## src/rtl/pipeline_stall_controller.sv

```systemverilog
// rtl/pipeline_stall_controller.sv - RV32I stall/flush sequencer (load-use, taken branch, dmem wait)
// Optional PIPE_PERF_CNT_EN adds stall and flush event counters.
module pipeline_stall_controller #(
    parameter int BR_PENALTY  = 1,
    parameter int MEM_TIMEOUT = 255
) (
    input  logic        ip_clk,
    input  logic        ip_rst,
    input  logic        ip_Load_Use,
    input  logic        ip_Branch_Taken,
    input  logic        ip_DMem_Req,
    input  logic        ip_DMem_Ready,
    output logic        op_PCWrite,
    output logic        op_IF_ID_Write,
    output logic        op_IF_ID_Flush,
    output logic        op_ID_EX_Flush,
    output logic        op_Pipe_Freeze,
    output logic        op_Mem_Timeout,
`ifdef PIPE_PERF_CNT_EN
    output logic [31:0] op_Stall_Cnt,
    output logic [31:0] op_Flush_Cnt,
`endif
    output logic [1:0]  op_State
);

    typedef enum logic [1:0] {
        RUN      = 2'd0,
        LU_STALL = 2'd1,
        MEM_WAIT = 2'd2,
        BR_FLUSH = 2'd3
    } state_t;

    localparam logic [1:0] BR_INIT     = 2'(BR_PENALTY - 1);
    localparam logic [7:0] TIMEOUT_VAL = 8'(MEM_TIMEOUT);

    state_t     state, stateNext;
    logic [1:0] brCnt, brCntNext;
    logic [7:0] toCnt, toCntNext;
    logic       timeoutFlag, timeoutNext;
    logic       luMask, luMaskNext;
    logic       branchAccept;
    logic       freezeReq, runEval, luEnable, brResume;
    logic       pcWrite, ifIdWrite, ifIdFlush, idExFlush, pipeFreeze;
    logic       dmemStall;

    assign dmemStall = ip_DMem_Req & ~ip_DMem_Ready;

    always_comb begin
        stateNext    = state;
        brCntNext    = brCnt;
        toCntNext    = toCnt;
        timeoutNext  = timeoutFlag;
        luMaskNext   = luMask;
        branchAccept = 1'b0;
        freezeReq    = 1'b0;
        runEval      = 1'b0;
        luEnable     = 1'b0;
        brResume     = 1'b0;
        pcWrite      = 1'b1;
        ifIdWrite    = 1'b1;
        ifIdFlush    = 1'b0;
        idExFlush    = 1'b0;
        pipeFreeze   = 1'b0;

        case (state)
            RUN, LU_STALL: begin
                if (dmemStall) begin
                    freezeReq  = 1'b1;
                    toCntNext  = 8'd1;
                    luMaskNext = (state == LU_STALL);
                    stateNext  = MEM_WAIT;
                end else begin
                    runEval  = 1'b1;
                    luEnable = (state == RUN);
                end
            end
            MEM_WAIT: begin
                if (!ip_DMem_Ready) begin
                    freezeReq = 1'b1;
                    toCntNext = (toCnt == 8'hFF) ? toCnt : toCnt + 8'd1;
                end else begin
                    toCntNext  = 8'd0;
                    luMaskNext = 1'b0;
                    // An interrupted branch flush resumes before normal issue restarts
                    if (brCnt != 2'd0) brResume = 1'b1;
                    else begin
                        runEval  = 1'b1;
                        luEnable = ~luMask;
                    end
                end
            end
            BR_FLUSH: begin
                if (dmemStall) begin
                    freezeReq  = 1'b1;
                    toCntNext  = 8'd1;
                    luMaskNext = 1'b0;
                    stateNext  = MEM_WAIT;
                end else begin
                    brResume = 1'b1;
                end
            end
            default: stateNext = RUN;
        endcase

        if (brResume) begin
            ifIdFlush = 1'b1;
            brCntNext = brCnt - 2'd1;
            stateNext = (brCnt == 2'd1) ? RUN : BR_FLUSH;
        end

        if (runEval) begin
            stateNext = RUN;
            if (ip_Branch_Taken) begin
                ifIdFlush    = 1'b1;
                idExFlush    = 1'b1;
                branchAccept = 1'b1;
                if (BR_PENALTY > 1) begin
                    stateNext = BR_FLUSH;
                    brCntNext = BR_INIT;
                end
            end else if (luEnable && ip_Load_Use) begin
                pcWrite   = 1'b0;
                ifIdWrite = 1'b0;
                idExFlush = 1'b1;
                stateNext = LU_STALL;
            end
        end

        if (freezeReq) begin
            pcWrite    = 1'b0;
            ifIdWrite  = 1'b0;
            pipeFreeze = 1'b1;
            if (toCntNext == TIMEOUT_VAL) timeoutNext = 1'b1;
        end
    end

    always_ff @(posedge ip_clk or posedge ip_rst) begin
        if (ip_rst) begin
            state       <= RUN;
            brCnt       <= 2'd0;
            toCnt       <= 8'd0;
            timeoutFlag <= 1'b0;
            luMask      <= 1'b0;
        end else begin
            state       <= stateNext;
            brCnt       <= brCntNext;
            toCnt       <= toCntNext;
            timeoutFlag <= timeoutNext;
            luMask      <= luMaskNext;
        end
    end

    // Reset holds the front end and flushes IF/ID and ID/EX until released
    assign op_PCWrite     = ip_rst ? 1'b0 : pcWrite;
    assign op_IF_ID_Write = ip_rst ? 1'b0 : ifIdWrite;
    assign op_IF_ID_Flush = ip_rst ? 1'b1 : ifIdFlush;
    assign op_ID_EX_Flush = ip_rst ? 1'b1 : idExFlush;
    assign op_Pipe_Freeze = ip_rst ? 1'b0 : pipeFreeze;
    assign op_Mem_Timeout = timeoutFlag;
    assign op_State       = state;

`ifdef PIPE_PERF_CNT_EN
    logic [31:0] stallCnt, flushCnt;

    always_ff @(posedge ip_clk or posedge ip_rst) begin
        if (ip_rst) begin
            stallCnt <= 32'd0;
            flushCnt <= 32'd0;
        end else begin
            if (!pcWrite) stallCnt <= stallCnt + 32'd1;
            if (branchAccept) flushCnt <= flushCnt + 32'd1;
        end
    end

    assign op_Stall_Cnt = stallCnt;
    assign op_Flush_Cnt = flushCnt;
`endif

endmodule
```

## config.mk

```make
export PLATFORM = sky130hd
export DESIGN_NAME = pipeline_stall_controller
export DESIGN_NICKNAME = d
export VERILOG_FILES = /design/src/rtl/pipeline_stall_controller.sv
export SDC_FILE = /design/constraint.sdc
export NUM_CORES = 1
export LEC_CHECK = 0
export BUFFER_PORTS_ARGS = -buffer_cell sky130_fd_sc_hd__buf_4
export CORE_ASPECT_RATIO = 0.9
export CORE_UTILIZATION = 45
export DETAILED_ROUTE_END_ITERATION = 12
export GPL_ROUTABILITY_DRIVEN = 0
export PLACE_DENSITY = 0.65
export SLEW_MARGIN = 20
export SYNTH_ARGS = -nofsm -noshare
export SYNTH_HDL_FRONTEND = slang
export SYNTH_SLANG_ARGS = --single-unit
```

## constraint.sdc

```tcl
create_clock -name ip_clk -period 2.15 [get_ports ip_clk]
set_input_delay 0.215 -clock ip_clk [delete_from_list [all_inputs] [get_ports ip_clk]]
set_output_delay 0.215 -clock ip_clk [all_outputs]
set_load 0.01 [all_outputs]
```

==> summary.md <==
| Metric | Value |
|---|---|
| Run status | `completed` |
| Setup repair bufs after CTS | `0` |
| Initial Utilization | `0.488` |
| Final WS setup | `172 ps` |
| Cell accounting for the most synthesized area | `dfrtp_1` |
| CP delay by family, top | `compound AO/OA/AOI/OAI gates` |
| Core Area | `between 0.0015 and 0.002 mm^2` |
| Yosys warnings | `0` |
| Gr usage total | `0.213` |
| Simple-gate share of the synthesized area | `0.214` |
| Post-synthesis instance area | `~950 um^2` |
| Antenna violation net count after detailed routing | `0` |
| Clk Latency, worst-skew pair | `270 ps` |
| Worst-path fanout max | `3` |
| Vias in the first global route | `around 700` |
| H-tree levels | `1` |
| Synth cell count leaders | `dfrtp_1 (14), nand2_1 (11), inv_1 (9)` |
| Max VDD drop | `0.000875 V` |
| Core Rows | `15` |
| Final nets | `124` |
| IO buf count | `13` |
| R2R depth | `6` |
| Synth Area per Inst | `9.72 um^2` |
| Yosys cell types | `45` |
| Final Hold Viols | `0` |
| Setup violation total in the final timing report | `0` |
| Hold Startpoint | `ip_Branch_Taken` |
| Minimum clock period | `1980 ps` |
| Detailed router's first-iteration violation count | `36` |
| Worst clock skew | `0.509 ps` |
| First-pass GRT wire length | `3590 um` |
| Data arrival time of the worst path | `1760 ps` |
| DR vias/cell | `6.14` |
| I/O pin total | `14` |
| Clk pin slew, worst setup/hold paths | `around 80 ps` |
| Adder-Cell Fraction of Synth Area | `0.0394` |
| Synth Area in Compound Gates | `0.294` |
| CTS tree | `yes` |
| Power Dens Cells | `999 mW/mm^2` |
| Layout area overhead | `17.3%` |
| Leak | `0.500 nW` |
| Layout cells sized above 1 | `0.289` |
| Final worst-path cycle share | `0.920` |
| CP startpoint | `brCnt[0]$_DFFE_PP0P_` |
| Main synth FF type | `dfrtp_1` |
| Worst reg-to-reg setup slack | `180 ps` |
| Final Max Slew Viols | `0` |
| Vias | `854` |
| CTS root buffer | `clkbuf_4` |
| Fraction of registers with async set/reset | `1.00` |
| Seq cells post-synth | `14` |
| Die area | `0.00230 mm^2` |
| Sequential fraction of the synthesis area | `0.368` |
| Hold WS | `126 ps` |
| Antenna violations before repair | `0` |
| Clk buf depth | `2` |
| Drt first pass iters | `4` |
| Post-synthesis mux area share | `0.0118` |
| Max-cap viol count | `0` |
| Die Y-Extent | `45.6 um` |
| Synth top area share | `0.368` |
| Most numerous cell in the Yosys netlist | `dfrtp_1` |
| Hold path endpoint | `op_State[0]$_DFFE_PP0P_` |
| Syn Inst Count | `98` |
| Worst Hold Depth | `2` |
| Max Fclk | `~510 MHz` |
| Max_slew headroom | `0.740` |
| Worst-margin pin slew | `385 ps` |
| FF-to-FF Start | `toCnt[0]$_DFF_PP0_` |
| CP Cell Sequence | `inv_1 > ha_1 > nand2_1 > o21ai_0 > nand4b_1 > o211a_1 > buf_4` |
| Number of synthesized flops with an enable pin | `0` |
| Critical path class | `register to output port` |
| Antenna Cells | `0` |
| Worst r2r dst | `op_Mem_Timeout$_DFFE_PP0P_` |
| Post-DR wirelength/cell | `15.1 um` |
| Clock Sinks | `14` |
| Max incr delay on CP | `420 ps` |
| Final wirelength | `2090 um` |
| RSZ-0062 raised after global routing | `false` |
| XOR/XNOR Fraction of Synth Area | `0.00920` |
| Largest family of logic cells by synthesized area | `compound AO/OA/AOI/OAI gates` |
| CP endpoint kind | `output port` |
| Die width | `50.5 um` |
| Pin count of the biggest net entering global routing | `16` |
| Worst Path Required | `approximately 1900 ps` |
| Setup TNS | `0 ps` |
| Fillers | `~190` |
| Hpwl dp | `1570 um` |
| WP buf/inv | `2` |
| Slowest cell on the critical path | `dfrtp_1` |
| Syn_nets | `roughly 110` |
| Synth area leaders | `dfrtp_1 (37%), nand2_1 (4.3%), ha_1 (3.9%)` |
| Tot Pwr | `1.12 mW` |
| Placement Setup Slack | `179 ps` |
| # DRC | `0` |
| Startpoint types | `register` |
| CTS Buf Count | `3` |
| GR Overflow Total | `0` |
| HP Class | `primary input to register` |
flip-flops by register name, indices dropped and copies added (netlist names):
| register | flops |
|---|---|
| toCnt | 8 |
| brCnt | 2 |
| op_State | 2 |
| luMask | 1 |
| op_Mem_Timeout | 1 |
per-stage QoR:
step	utilization	instance area [um^2]	instances
6_report	0.572	1120	139
3_5_place_dp	0.548	1070	134
4_1_cts	0.572	1120	139
2_1_floorplan	-	952	98
5_1_grt	0.572	1120	139
3_3_place_gp	0.548	1070	134
layout by cell type (no fill, tap or decap), types with 2 or more instances in the layout:
cell type and n:
o31ai_1 2, o41ai_1 3, clkbuf_4 3, nor2_1 3
o32ai_1 2, buf_4 15, nand4_1 3, a21oi_2 2
dfrtp_1 14, inv_1 9, a41oi_1 2, o22ai_1 2
nand4_2 2, nand2_1 11, o21ai_0 4, a21oi_1 4
ha_1 3
logic make-up (layout without fill, tap and decap cells):
group,count (synthesis),after routing
multiplexers,1,1
AO/OA/AOI/OAI,34,34
buffers and inverters,13,29
AND/OR/NAND/NOR,32,32
XOR/XNOR,1,1
adder cells (fa/ha/maj),3,3
flip-flops,14,14
routing by layer:
metal	part of all wire	track usage	vias to the layer above
met1	0.52	0.361	418
met2	0.42	0.275	32
met3	0.059	0.0300	2
met5	0	0	-
li1	-	-	402
met4	0.0038	0.0500	0
how the worst max path moves through the flow:
stage                                 endpoint  slack [ps]  cells after the start
floorplan           op_Mem_Timeout$_DFFE_PP0P_         380                      6
global placement    op_Mem_Timeout$_DFFE_PP0P_         290                      6
detailed placement  op_Mem_Timeout$_DFFE_PP0P_         180                      6
CTS                 op_Mem_Timeout$_DFFE_PP0P_         150                      6
global route                    op_IF_ID_Write           4                      7
finish                              op_PCWrite         170                      7
cell type report:
class / count / area, um^2 / area share
sequential: 14 / 350 / 0.314
clock buffer: 4 / 36.3 / 0.0325
timing repair buffer: 16 / 123 / 0.110
inverter: 9 / 33.8 / 0.0302
tap: 25 / 31.3 / 0.0280
multi-input combinational: 71 / 543 / 0.486
repair_timing:
| action | CTS | global route |
|---|---|---|
| hold buffers | 1 | 0 |
| hold endpoints to repair | 14 | 0 |
| gates resized for setup | 0 | 1 |
| setup endpoints to repair | 0 | 1 |
power breakdown:
| group | leakage [nW] | switching [mW] | internal [mW] | total (mW) |
|---|---|---|---|---|
| Clock | 0.0210 | 0.0852 | 0.103 | 0.188 |
| Sequential | 0.180 | 0.0890 | 0.323 | 0.412 |
| Combinational | 0.300 | 0.282 | 0.234 | 0.516 |
| Total | 0.500 | 0.456 | 0.661 | 1.12 |
Note: power is estimated with default switching activity, not from simulation.
